`src/rtl/fp_mul_rr_scheduler.sv`:
```
// fp_mul_rr_scheduler
//   Shares one fixed-latency, non-stallable FP32 multiplier among NREQ
//   requesters. It uses round-robin arbitration with a valid/ready handshake
//   and issues at most one operand pair per cycle. A tag shift pipeline
//   follows each issue through the multiplier so that every result is routed
//   back to the requester that issued it.
//
//   Optional build macro FP_MUL_SCHED_ZERO_BYPASS_EN: the multiplier always
//   inserts a hidden 1, so it mishandles zero/denormal operands. With this
//   macro defined, the scheduler carries a zero flag and a sign bit in each
//   tag stage. When the zero flag is set, the response is replaced by a
//   signed zero.
//
// Ports
//   clk        clock, all logic on posedge
//   rst        synchronous active-high reset
//   req_valid  [NREQ]      per-requester operand valid
//   req_ready  [NREQ]      per-requester grant, one-hot or zero
//   req_a      [NREQ*32]   operand A, requester i at [32i+31:32i]
//   req_b      [NREQ*32]   operand B, same packing
//   mul_a      [32]        registered operand A to the multiplier
//   mul_b      [32]        registered operand B to the multiplier
//   mul_y      [32]        multiplier result, MUL_LAT cycles after mul_a/mul_b
//   rsp_valid  [NREQ]      one-hot, one-cycle result strobe
//   rsp_y      [32]        result data
//   busy                   any issue still in flight
//   issue_cnt  [CNT_W]     accepted requests, wraps silently
module fp_mul_rr_scheduler #(
  parameter int NREQ    = 4,
  parameter int MUL_LAT = 4,
  parameter int CNT_W   = 16
) (
  input  logic                 clk,
  input  logic                 rst,
  input  logic [NREQ-1:0]      req_valid,
  output logic [NREQ-1:0]      req_ready,
  input  logic [NREQ*32-1:0]   req_a,
  input  logic [NREQ*32-1:0]   req_b,
  output logic [31:0]          mul_a,
  output logic [31:0]          mul_b,
  input  logic [31:0]          mul_y,
  output logic [NREQ-1:0]      rsp_valid,
  output logic [31:0]          rsp_y,
  output logic                 busy,
  output logic [CNT_W-1:0]     issue_cnt
);

  localparam int unsigned N   = NREQ;
  localparam int          IDW = (NREQ > 1) ? $clog2(NREQ) : 1;

  logic [IDW-1:0]   ptr;
  logic [IDW-1:0]   gnt_id;
  logic             found;
  logic             fire;
  int unsigned      idx;
  logic [31:0]      sel_a;
  logic [31:0]      sel_b;
  logic [IDW-1:0]   ptr_next;

  logic [MUL_LAT:0] tag_v;
  logic [IDW-1:0]   tag_id [MUL_LAT+1];
`ifdef FP_MUL_SCHED_ZERO_BYPASS_EN
  logic [MUL_LAT:0] tag_zf;
  logic [MUL_LAT:0] tag_zs;
  logic             zf;
  logic             zs;
`endif

  // Rotating priority search: the first valid requester at or after ptr wins.
  always_comb begin
    found  = 1'b0;
    gnt_id = '0;
    idx    = 0;
    for (int unsigned k = 0; k < N; k++) begin
      idx = 32'(ptr) + k;
      if (idx >= N) idx = idx - N;
      if (!found && req_valid[idx]) begin
        found  = 1'b1;
        gnt_id = IDW'(idx);
      end
    end
  end

  assign fire      = found && !rst;
  assign req_ready = fire ? (NREQ'(1) << gnt_id) : '0;
  assign sel_a     = req_a[32*int'(gnt_id) +: 32];
  assign sel_b     = req_b[32*int'(gnt_id) +: 32];
  assign ptr_next  = (32'(gnt_id) == N - 1) ? '0 : gnt_id + IDW'(1);
  assign busy      = |tag_v;

`ifdef FP_MUL_SCHED_ZERO_BYPASS_EN
  assign zf = (sel_a[30:23] == 8'd0) || (sel_b[30:23] == 8'd0);
  assign zs = sel_a[31] ^ sel_b[31];
`endif

  always_ff @(posedge clk) begin
    if (rst) begin
      ptr       <= '0;
      mul_a     <= '0;
      mul_b     <= '0;
      issue_cnt <= '0;
      rsp_valid <= '0;
      rsp_y     <= '0;
      tag_v     <= '0;
      for (int unsigned k = 0; k <= MUL_LAT; k++) tag_id[k] <= '0;
`ifdef FP_MUL_SCHED_ZERO_BYPASS_EN
      tag_zf    <= '0;
      tag_zs    <= '0;
`endif
    end else begin
      if (fire) begin
        mul_a     <= sel_a;
        mul_b     <= sel_b;
        ptr       <= ptr_next;
        issue_cnt <= issue_cnt + CNT_W'(1);
      end

      // Stage 0 corresponds to the cycle in which mul_a/mul_b are presented.
      // Stage MUL_LAT therefore lines up with the matching mul_y.
      tag_v     <= {tag_v[MUL_LAT-1:0], fire};
      tag_id[0] <= gnt_id;
      for (int unsigned k = 1; k <= MUL_LAT; k++) tag_id[k] <= tag_id[k-1];
`ifdef FP_MUL_SCHED_ZERO_BYPASS_EN
      tag_zf    <= {tag_zf[MUL_LAT-1:0], zf};
      tag_zs    <= {tag_zs[MUL_LAT-1:0], zs};
`endif

      if (tag_v[MUL_LAT]) begin
        rsp_valid <= NREQ'(1) << tag_id[MUL_LAT];
`ifdef FP_MUL_SCHED_ZERO_BYPASS_EN
        rsp_y     <= tag_zf[MUL_LAT] ? {tag_zs[MUL_LAT], 31'b0} : mul_y;
`else
        rsp_y     <= mul_y;
`endif
      end else begin
        rsp_valid <= '0;
      end
    end
  end

endmodule

```
`config.mk`:
```
export PLATFORM = sky130hd
export DESIGN_NAME = fp_mul_rr_scheduler
export DESIGN_NICKNAME = d
export VERILOG_FILES = /design/src/rtl/fp_mul_rr_scheduler.sv
export SDC_FILE = /design/constraint.sdc
export NUM_CORES = 1
export LEC_CHECK = 0
export BUFFER_PORTS_ARGS = -buffer_cell sky130_fd_sc_hd__buf_2
export CAP_MARGIN = 20
export CORE_AREA = 2 2 163 165
export DETAILED_ROUTE_END_ITERATION = 10
export DIE_AREA = 0 0 165 167
export PLACE_DENSITY = 0.67
export SLEW_MARGIN = 40
export SYNTH_ARGS = -nofsm -noshare
export SYNTH_HDL_FRONTEND = slang
export SYNTH_SLANG_ARGS = --single-unit
```
`constraint.sdc`:
```
create_clock -name clk -period 4.3 [get_ports clk]
set_input_delay 0.215 -clock clk [delete_from_list [all_inputs] [get_ports clk]]
set_output_delay 0.215 -clock clk [all_outputs]
set_load 0.01 [all_outputs]
```
### Word level (Yosys, flattened, before mapping)

Memory sizes are Yosys's and may differ from the RTL's.
Index checks and enable logic that the tools add are counted.

| storage, ports and cells | value |
|---|---|
| flip-flop bits (word level) | 123 |
| memory bits (writable) | 10 |
| logic and storage cells | 76 |
| memories | 1 |

Memory list:

| name | depth | width | read ports | clocked after memory_dff | write ports | RTL line | text |
|---|---|---|---|---|---|---|---|
| tag_id | 5 | 2 | 5 | 0 | 5 | 61 | `logic [IDW-1:0] tag_id [MUL_LAT+1];` |

| cells by class | value |
|---|---|
| order comparisons | 8 |
| reductions and logical operators | 10 |
| bitwise logic cells | 6 |
| muxes and demuxes | 30 |
| shift operators | 4 |
| add/sub/neg operators | 9 |
| equality and inequality tests | 1 |

Operators by type and width:

| operator | number |
|---|---|
| variable part select 128 x 8 -> 32 bit | 2 |
| < comparator 32 x 3 -> 1 bit, second input constant | 4 |
| 2-to-1 mux 32 bit | 4 |
| 2-to-1 mux 2 bit | 10 |
| adder 16 x 1 -> 16 bit, second input constant | 1 |
| subtractor 3 x 3 -> 4 bit, second input constant | 3 |
| 2-to-1 mux 1 bit | 11 |
| >= comparator 3 bit, second input constant | 3 |
| binary-select mux 1 bit (select 2 bit) | 4 |
| left shift 1 x 2 -> 4 bit, first input constant | 2 |
| adder 2 x 2 -> 3 bit, second input constant | 2 |
| OR 1 bit | 5 |
| OR reduction 5 bit | 1 |
| logical AND 1 bit | 4 |
| logical NOT 1 bit | 4 |
| 2-to-1 mux 4 bit | 1 |
| subtractor 2 x 3 -> 4 bit, second input constant | 1 |
| adder 2 x 1 -> 3 bit, second input constant | 1 |
| >= comparator 2 x 3 -> 1 bit, second input constant | 1 |
| adder 2 x 1 -> 2 bit, second input constant | 1 |
| equality test 2 bit, second input constant | 1 |
| OR reduction 2 bit | 1 |
| inverter 1 bit | 1 |

### Depth between registers and ports, before layout

Gate-level depths: netlist of run 1.

| depth | value |
|---|---|
| depth in word-level cells | 16 |
| gate-level depth with buffers | 8 |
| mapped depth without buffers | 5 |

### Worst setup path before layout of run 1

Ideal clock, no wire load.

| timing | value |
|---|---|
| kind | reg-to-reg |
| start point | reg ptr[0] |
| end point | reg mul_a[22] |
| slack | 2.468 ns |
| library setup time | 0.130 ns |
| cell stages (with the launch flop) | 9 |
| buffers on the path | 3 |
| data arrival time | 1.702 ns |
| period minus slack after synthesis | 1.832 ns |
| cell sequence | dfxtp_1 -> nor2b_1 -> o21a_1 -> or3_1 -> clkbuf_1 -> buf_4 -> buf_6 -> a221oi_2 -> o22ai_1 |

| between the ends | value |
|---|---|
| cells in the longest elaborated chain, start to end | 15 |
| elaborated cells between the ends (all ways) | 39 |
| classes of those cells | add/sub: 7; order compare: 4; shift: 1; mux: 20; reduce/logical: 7 |

Ends and longest elaborated chain:

| what | RTL line | text |
|---|---|---|
| from (decl) | 51 | `logic [IDW-1:0] ptr;` |
| from (signal assigned) | 114 | `ptr <= ptr_next;` |
| parallel branches: the longest is 15 deep, another holds subtractor 3 x 3 -> 4 bit | -- |  |
| to (signal assigned) | 112 | `mul_a <= sel_a;` |
| to (decl) | 39 | `output logic [31:0] mul_a,` |

Parallel ways; which one is timed is not known. The select of a mux whose other input is x is not followed.
A chain may end at the register's enable or synchronous reset.

### Final worst setup path of run 1

| timing | value |
|---|---|
| start point | reg ptr[0] |
| end point | out req_ready[0] |

| between the ends | value |
|---|---|
| cells in the longest elaborated chain, start to end | 16 |
| elaborated cells between the ends (all ways) | 40 |
| classes of those cells | add/sub: 7; order compare: 4; shift: 1; mux: 21; reduce/logical: 7 |

Ends and longest elaborated chain:

| what | RTL line | text |
|---|---|---|
| parallel branches: the longest is 15 deep, another holds subtractor 3 x 3 -> 4 bit | -- |  |
| 2-to-1 mux 4 bit * | 85 | `assign req_ready = fire ? (NREQ'(1) << gnt_id) : '0;` |
| to (decl) | 36 | `output logic [NREQ-1:0] req_ready,` |

Every way passes the cells marked *. The select of a mux whose other input is x is not followed.

==> flow_results.org, run 1 <==
** Finish
- Layout fillers :: 2635
- Multi-input gate area :: 4125 sq um
- Design area :: 10060 sq um
- Summing all flip-flop and latch instances after layout gives 2666 sq um.
- The post-route netlist has 41.13% of its cells at a drive strength greater than 1.
- Net count, final :: 1500
- Layout overhead on the synthesized area :: 40.88%

** CTS
- Number of hold-repair buffers added at the cts stage :: 0
- Clock tree synthesis inserted a total of 17 buffers.
- TritonCTS built the clock tree.
- Sink count of the clock tree :: 133
- Post-CTS setup repair buffer count :: 0
- Resized cells post-CTS :: 0
- After clock tree synthesis, the clock-pin slew on the worst setup and hold paths is 70 ps.
- The clock reaches the later pin of the worst-skew pair after 420 ps.
- The H-tree generated during clock tree synthesis spans 4 levels.
- The longest clock path from root to sink contains 2 buffers.
- Clock tree synthesis selected as its root buffer the cell clkbuf_16.

** Floorplan
- Die width :: 165 um
- The die covers 27560 sq um.
- The core region is 25760 sq um.
- From bottom edge to top edge, the die measures 167 um.
- After floorplanning, the core was divided into 59 placement rows.
- Effective utilization at floorplan :: 27.71%
- Ports placed on the boundary :: 415

** Route
- The count of nets left with antenna violations once routing finished came out at 0.
- Average vias per placed instance :: 5.143
- Violation count after the first detailed-routing iteration :: 628
- Wires add up to 28280 um.
- First-pass iteration count of the detailed router :: 6
- After detailed routing, the number of remaining DRC violations is 0.
- The routed layout has 8008 vias.
- Mean routed wirelength per cell :: 18.16 um

** Timing
- Final Slew Violations :: 0
- Timing would allow up to 363.2 MHz.
- The worst path uses 64.04% of the clock period.
- Clock period minus worst slack :: 2754 ps
- Worst-margin pin slew :: 855.3 ps
- Skew final :: 13.74 ps
- Setup repair after global routing missed its margin :: false
- Relative slew margins :: 42.98%
- The final hold violation count came to 0.
- Total setup violations reported at the end of the flow :: 0
- Total negative slack for setup checks :: 0 ps

** Place
- Final weighted congestion in routability-driven placement :: 0.8641
- After detailed placement, the total cell area comes to 9435 sq um.
- The wire-length estimate of the detail-placed layout is 19530 um.
- During placement, the flow inserted port buffers numbering 414.

** Min path
- Path type of the worst min-delay path :: in -> reg
- Along the worst hold path, the cell count comes to 3.

** Critical path
- For the worst flop-to-flop path, the logic depth is 5.
- Category of the critical setup timing path :: reg -> out
- Category of cells accounting for the largest share of critical-path delay :: simple AND/OR/NAND/NOR gates
- The number of buffers and inverters on the critical path is 2.
- Crit-path slowest cell :: buf_6
- Type of element capturing the critical path :: output port
- In this run the worst path has a maximum fanout of 65.
- Critical path, cell by cell :: nor2b_1, o21a_2, buf_6, a211oi_1, nor4_1, buf_2
- In this run the number of cells on the critical path is 6.
- Critical path data arrival time :: 2540 ps
- The worst setup path is launched from a flip-flop.
- Longest individual stage delay on the worst path :: 460 ps
- STA puts the critical path data required time at 4090 ps.
- For flop-to-flop paths, the worst setup slack is 1950 ps.

** Global route
- Summed over all layers, the global routing overflow is 0.
- Entering global routing, the biggest net connects 85 pins.
- For this run, the total global-route usage over all layers was measured as 19.91%.
- The number of global-route vias before repair came to 7782.
- Wire length of the first global-routing pass :: 43100 um
- The number of antenna violations at the first check in global routing is 5.

** Status
- Outcome :: finished, final reports clean

** Synthesis
- Counting every instance in the synthesized netlist gives 842.
- After synthesis, flip-flops and latches occupy 37.30% of the total area.
- Top FF cell, synth :: dfxtp_1
- Warnings from Yosys :: 0
- Counting every net in the synthesized netlist gives 1137.
- The synthesized design contains 0 enable-type register cells.
- Register bit count reported by yosys :: 133
- Averaged over all synthesized cells, the footprint is 8.478 sq um.
- The synthesized netlist occupies a cell area of 7138 sq um.
- Distinct cells, synth :: 38
- Counting flops with an async set or reset pin after synthesis yields a share of 0%.

** Power and ir drop
- Internal power comes to 2.713 mW.
- Sequential cells burn 35.9% of the power.
- Clock Power Share :: 36.6%
- Total power divided by cell area :: 406.7 nW/um^2
- Leakage dissipation :: 4.902 nW
- Logic gate share of total power :: 27.5%
- Worst supply voltage drop on vdd :: 0.1609 mV
- P_sw :: 1.377 mW
- Switching portion of total power :: 33.66%

** Run
- Number of violations of the max-capacitance limit :: 0
[Yosys cell counts (6+ instances only)]
master / number / area [sq um]
xor2_1: 8 / 70.07
a21oi_1: 7 / 35.03
nand3_1: 6 / 30.03
dfxtp_1: 133 / 2663
a221oi_2: 34 / 510.5
o22ai_1: 64 / 400.4
nor2_1: 117 / 439.2
nor3_1: 66 / 330.3
a221oi_1: 30 / 262.8
buf_2: 13 / 65.06
mux2i_1: 96 / 960.9
nor2b_1: 15 / 93.84
or3_1: 67 / 419.2
nand2_1: 74 / 277.8
clkbuf_1: 61 / 229.0
[registers in the layout, indices dropped and copies added (netlist names)]
| register | flops |
|---|---|
| tag_v | 5 |
| issue_cnt | 16 |
| ptr | 2 |
| rsp_y | 32 |
| mul_a | 32 |
| mul_b | 32 |
| tag_id | 10 |
| rsp_valid | 4 |
[metal layers]
metal  vias to the layer above  global-route usage, %  share of wire [%]
li1                       3836                      -                  -
met4                         2                  6.994                1.5
met3                        31                  4.483                8.1
met5                         -                      0              0.046
met1                      3736                  24.79                 42
met2                       403                  33.53                 49
[layout by cell type, fill, tap and decap left out, types with 8 or more instances in the layout]
master,count
or3_1,66
a221oi_1,30
dfxtp_1,132
nor2b_1,15
nand2_1,74
clkbuf_16,18
mux2i_1,96
buf_2,413
xor2_1,8
a221oi_2,34
nor3_1,66
o22ai_1,64
buf_4,8
nor2_1,117
[final timing paths]
kind | end | start
worst max register to register | mul_b[25] | ptr[1]
worst max-delay path | req_ready[0] | ptr[0]
worst min register to register | tag_id[0][4] | tag_id[0][2]
worst min-delay path | rsp_y[24] | mul_y[24]
[metrics by stage]
step                      power, mW  worst slack (ps)  hold WS (ps)  cells  utilization (%)
final                         4.090              1546         40.31   1557            39.03
after global routing          4.306              1424         27.55   1556            39.02
after CTS                     4.134              1379         18.60   1552            38.90
after detailed placement      2.609              1807         425.4   1520            36.62
after global placement        2.588              1819         419.2   1518            36.44
after floorplan               2.175              2468         362.3    842                -
[worst register-to-register path: cells and delay by family, from the launching register on]
kind	cells	cell delay [ps]
compound gates	3	1080
simple gates	1	190
buf+inv	1	470
flops	1	490
[layout make-up]
cell class	count	share of cell area, %
diodes	4	0.09954
clock buffers	19	4.517
clock inverters	13	1.319
inverters	5	0.1866
multi-input cells	621	41.02
flip-flops and latches	133	26.51
well taps	335	4.168
repair buffers	427	22.17
[cells by family after synthesis]
group           after synthesis  synth area share [%]
simple gates                368                 24.45
compound gates              143                 17.69
flops                       133                 37.30
mux                          96                 13.46
buf+inv                      88                 5.329
xor+xnor                     13                 1.595
fa+ha+maj                     1                0.1753
[power groups by stage]
stage / registers (mW) / clock network [mW] / logic [mW]
2_1_floorplan: 1.53 / 0 / 0.645
3_3_place_gp: 1.49 / 0 / 1.09
3_5_place_dp: 1.49 / 0 / 1.12
4_1_cts: 1.47 / 1.55 / 1.12
5_1_grt: 1.49 / 1.59 / 1.22
6_report: 1.47 / 1.50 / 1.12
Power figures use the tool's default switching activity.
==> inputs of run 2 (changes only) <==
==> constraint.sdc (replaced) <==
create_clock -name clk -period 2.8 [get_ports clk]
set_input_delay 0.14 -clock clk [delete_from_list [all_inputs] [get_ports clk]]
set_output_delay 0.14 -clock clk [all_outputs]
set_load 0.01 [all_outputs]
==> flow_results.org, run 2 (same netlist as run 1, synthesis figures left out) <==
** Status
- Outcome :: finished, final reports clean

** CTS
- Number of levels the H-tree was split into :: 4
- TritonCTS clock tree :: yes
- CTS clock-pin slew for the worst setup and hold paths :: 70 ps
- Insertion delay to the later sink of the worst-skew pair :: 420 ps
- The root buffer cell chosen for the clock tree is clkbuf_16.
- Resized cells post-CTS :: 0
- Once the clock tree was built, the setup fixing pass inserted 0 buffers.
- Number of hold-repair buffers added at the cts stage :: 79
- TritonCTS Buffers :: 17
- The longest clock path from root to sink contains 2 buffers.
- The clock drives 133 sinks.

** Route
- First-pass iteration count of the detailed router :: 5
- Remaining number of nets flagged by the antenna check after routing :: 0
- The routed design has 29400 um of wire.
- Mean routed wirelength per cell :: 17.84 um
- Violation count after the first detailed-routing iteration :: 582
- Routed wire length on met3 :: 2254 um
- Top layer reached by signal wires :: met5
- Met2 layer wire length in the routed design :: 14770 um
- Average vias per placed instance :: 5.018
- Via count :: 8270
- Wire length the detailed router placed on met1 :: 11600 um
- In the routed design, unresolved DRC markers number 0.

** Timing
- Setup repair after global routing missed its margin :: false
- Based on the critical path, the design can be clocked at up to 428.6 MHz.
- The final-report max-slew violation count was 0.
- Total negative slack for setup checks :: 0 ps
- For the final database, setup skew stands at 16.94 ps.
- The final hold violation count was 0.
- Worst-margin pin slew :: 796.0 ps
- Setup violations remaining at the end of the flow were counted as 0.
- The worst path needs 2333 ps of the cycle, external delays included.
- Final critical-path share of the clock period :: 83.33%
- In this run the tightest slew margin relative to its limit is 46.93%.

** Run
- Number of violations of the max-capacitance limit :: 0

** Global route
- Entering global routing, the biggest net connects 65 pins.
- The number of antenna violations at the first check in global routing is 7.
- The number of global-route vias before repair came to 8239.
- The total overflow left after global routing is 0.
- The first global-routing pass estimated 44540 um of wire.
- Total routing resource utilization after global routing :: 20.63%

** Place
- The wire-length estimate of the detail-placed layout is 20270 um.
- Count of input and output buffers :: 414
- Routability-driven placement finished with a final weighted congestion of 0.8172.

** Finish
- The library cell used most frequently in the layout, excluding fill and tap cells, is buf_2.
- Largest regs :: mul_a (32), mul_b (32), rsp_y (32)
- Final Util :: 42.49%
- Share of cells above drive strength 1 :: 39.17%
- In the layout the commonest cells are buf_2, dfxtp_1, nor2_1.
- Layout fillers :: 2539
- At the end of the flow, the number of nets in the layout was 1591.
- The area growth from synthesis to layout is 53.37%.

** Power and ir drop
- Total power divided by cell area :: 590.1 nW/um^2
- Worst supply voltage drop on vdd :: 0.2908 mV
- For this design the static power due to leakage is 5.295 nW.

** Floorplan
- Die width :: 165 um
- The floorplan has 59 rows.
- 415 I/O pins were placed.
- Effective utilization at floorplan :: 27.71%
- The die covers 27560 sq um.
- CORE AREA :: 25760 sq um
- The die is 167 um tall.

** Critical path
- Type of origin of the critical path :: flip-flop
- Data on the critical path arrives at its endpoint at 2190 ps.
- Top fanout value on the critical path :: 35
- Required time of the critical path :: 2660 ps
- Type of element capturing the critical path :: output port
- The worst setup path is of the reg -> out kind.

** Min path
- The tightest min-delay check is of the in -> reg type.
[run 2: changes by cell type in the layout (fill, tap and decap cells not counted), moves of 2 or more]
cell,delta
clkinv_4,+2
inv_8,-2
bufinv_16,+2
diode_2,+2
buf_4,+14
inv_6,-4
dlygate4sd3_1,+79
buf_6,-2
clkbuf_8,+2
[run 2: per-stage QoR]
stage / instance area, sq um / power, mW / setup WS, ps / std cells / hold slack, ps
3_3_place_gp: 9539 / 4.036 / 663.1 / 1533 / 375.6
5_1_grt: 10950 / 6.797 / 313.1 / 1647 / 2.536
3_5_place_dp: 9539 / 4.061 / 597.3 / 1533 / 385.2
6_report: 10950 / 6.460 / 466.7 / 1648 / 16.54
4_1_cts: 10930 / 6.538 / 427.7 / 1642 / 1.171
2_1_floorplan: 7138 / 3.340 / 967.9 / 842 / 287.3
[run 2: worst max-delay path: stages (launching register included)]
cell	delay (ps)
dfxtp_1	470
a21oi_1	140
o32a_2	630
nor4_1	330
buf_2	190
[run 2: layout make-up]
type                    count  area (sq um)  share of cell area [%]
multi-input cells         621          4125                   37.68
repair buffers            518          3103                   28.34
flip-flops and latches    133          2664                   24.33
clock buffers              19         452.9                   4.137
well taps                 335         419.2                   3.829
clock inverters            11         150.1                   1.371
inverters                   5         18.77                  0.1714
diodes                      6         15.01                  0.1371
[run 2: worst paths after layout]
kind | start | to | slack [ps] | cells after the start
worst max-delay path | ptr[1] | req_ready[0] | 470 | 4
worst min-delay path | req_a[24] | mul_a[24] | 20 | 3
worst max register to register | ptr[1] | mul_b[20] | 540 | 5
worst min register to register | tag_id[0][3] | tag_id[0][5] | 440 | 1
[run 2: power breakdown]
group | internal, mW | switching, mW | leakage [nW]
combinational | 0.880 | 0.970 | 3.91
clock | 1.44 | 0.904 | 0.292
sequential | 2.09 | 0.175 | 1.09
[run 2: layer usage]
metal  vias up  global-route usage (%)
met2       382                   36.29
met4         2                   8.809
met1      3826                   23.23
met3        49                   5.504
met5         -                       0
li1       4011                       -
==> inputs of run 3 (changes only) <==
==> constraint.sdc (replaced) <==
create_clock -name clk -period 2.15 [get_ports clk]
set_input_delay 0.1075 -clock clk [delete_from_list [all_inputs] [get_ports clk]]
set_output_delay 0.1075 -clock clk [all_outputs]
set_load 0.01 [all_outputs]
==> flow_results.org, run 3 (same netlist as run 1, synthesis figures left out) <==
** Critical path
- The critical path goes through a21oi_1, o32a_2, buf_6, nor4_1, buf_2.
- Top fanout value on the critical path :: 30
- STA classifies the critical path endpoint as an output port.
- The worst setup path is launched from a flip-flop.
- Required time of the critical path :: 2040 ps
- The number of cells on the worst reg-to-reg path is 7.
- Category of cells accounting for the largest share of critical-path delay :: compound AO/OA/AOI/OAI gates
- Crit-path slowest cell :: o32a_2
- The critical path runs through a total of 5 cells.
- Worst Path Buf+Inv :: 2
- Longest individual stage delay on the worst path :: 420 ps
- The setup path with the least slack is of type reg -> out.
- Critical path data arrival time :: 1970 ps

** Floorplan
- Effective utilization at floorplan :: 27.71%
- For this design the top-level I/O count stands at 415.
- After floorplanning, the core was divided into 59 placement rows.
- From bottom edge to top edge, the die measures 167 um.
- CORE AREA :: 25760 sq um
- Die width :: 165 um
- The die covers 27560 sq um.

** Power and ir drop
- Total power for the finished layout comes to 8.605 mW.
- Across the VDD grid, the largest voltage drop is 0.3921 mV.
- Leakage dissipation :: 5.690 nW
- Power spread over the standard cell area amounts to 722.6 nW/um^2.

** Finish
- Relative to the synthesized area, the layout overhead comes to 66.84%.
- Share of cells above drive strength 1 :: 37.31%
- Largest regs :: mul_a (32), mul_b (32), rsp_y (32)
- In the final design database the tool counted 1681 nets.
- Most common cell after layout, fill and taps aside :: buf_2
- Final Util :: 46.22%
- In the layout the commonest cells are buf_2, dlygate4sd3_1, dfxtp_1.

** CTS
- The clock drives 133 sinks.
- Number of levels the H-tree was split into :: 4
- CTS Buffer Depth :: 2
- TritonCTS built the clock tree.
- At the later pin of the worst-skew pair, clock insertion delay measures 410 ps.
- In this run the post-CTS setup repair buffer count came out at 0.
- TritonCTS Buffers :: 17
- CTS placed an instance of clkbuf_16 at the clock tree root.
- Clock-pin slew was measured on the worst setup and hold paths at 60 ps.

** Place
- Detailed-placement wirelength estimate :: 20140 um
- Final weighted congestion in routability-driven placement :: 0.8108
- Count of input and output buffers :: 414

** Timing
- The clock arrives with 9.386 ps of skew.
- Setup violations remaining at the end of the flow were counted as 0.
- Total negative slack for setup checks :: 0 ps
- Static timing analysis puts the maximum clock frequency at 480.8 MHz.
- The worst path uses 96.73% of the clock period.
- Across all hold checks on the routed design, the worst slack comes to 8.266 ps.
- Final Slew Violations :: 0
- The worst pin sits at a relative slew slack of 62.89%.
- Clock period minus worst slack :: 2080 ps
- Worst-margin pin slew :: 556.7 ps
- The final hold violation count came to 0.

** Route
- Across all layers, the routed design uses 8853 vias.
- In the routed layout, each cell is associated on average with a via count of 5.097.
- Violation count after the first detailed-routing iteration :: 516
- Mean routed wirelength per cell :: 17.81 um
- In the routed design, unresolved DRC markers number 0.
- Remaining number of nets flagged by the antenna check after routing :: 0
- The first TritonRoute pass finished after 4 iterations.
- For this block, the routed nets add up to 30930 um of wire.

** Global route
- In the global route stage, overall resource usage came out at 21.86%.
- Number of global-route vias before repair :: 9096
- Grt total ovfl :: 0
- Entering global routing, the biggest net connects 46 pins.
- Wire length of the first global-routing pass :: 47280 um
- Number of antenna violations at the first check in global routing :: 4

** Status
- Outcome :: finished, final reports clean

** Min path
- Path type of the worst min-delay path :: in -> reg
- Worst hold path cell count :: 3

** Run
- The tool flagged a number of max-cap violations equal to 0.
-- run 3: changes by cell type in the layout (fill, tap and decap cells not counted), sizes merged --
cell | before | now
clkbuf | 19 | 18
clkinv | 4 | 3
bufinv | 3 | 2
clkinvlp | 2 | 3
buf | 439 | 442
inv | 7 | 11
diode | 6 | 3
dlygate4sd3 | 79 | 166
-- run 3: worst register-to-register path: stages (launching register included) --
cell and delay (ps):
dfxtp_2 350, nor2b_1 70, o21a_2 250, or3_4 430, buf_12 180, buf_12 240
a221oi_4 320, o22ai_1 100
-- run 3: where the power goes --
| group | switching (mW) | total, mW | internal, mW |
|---|---|---|---|
| clock network | 1.30 | 3.08 | 1.78 |
| registers | 0.228 | 2.95 | 2.72 |
| logic | 1.31 | 2.58 | 1.27 |
-- run 3: per-layer routing --
metal,GRT usage (%),part of all wire [%]
met5,0,0.042
met4,9.905,3.4
met3,5.753,7.9
met2,38.17,50
met1,24.65,39
-- run 3: through the flow --
stage                     instance area (sq um)  cells  worst slack [ps]
final                                     11910   1737             70.26
after global routing                      11910   1737           -0.1141
after CTS                                 11870   1734             3.245
after detailed placement                   9599   1536             71.72
after global placement                     9599   1536             141.9
after floorplan                            7138    842             317.9
-- run 3: what timing repair did --
action,CTS,global route
hold buffers,166,0
setup endpoints to repair,1,8
hold endpoints to repair,95,0
resized for setup,1,6
-- run 3: path summary, 6_finish.rpt --
check | start | endpoint | slack, ps
max | ptr[1] | req_ready[0] | 70
min | req_b[0] | mul_b[0] | 8
max reg2reg | ptr[0] | mul_a[9] | 90
min reg2reg | tag_id[0][3] | tag_id[0][5] | 440
-- run 3: cell type report --
cell class	count	area, sq um
Fill cell	2406	13850
Clock buffer	18	439.2
Multi-Input combinational cell	621	4154
Clock inverter	14	166.4
Sequential cell	133	2666
Inverter	5	18.77
Timing Repair Buffer	608	4038
Tap cell	335	419.2
Antenna cell	3	7.507
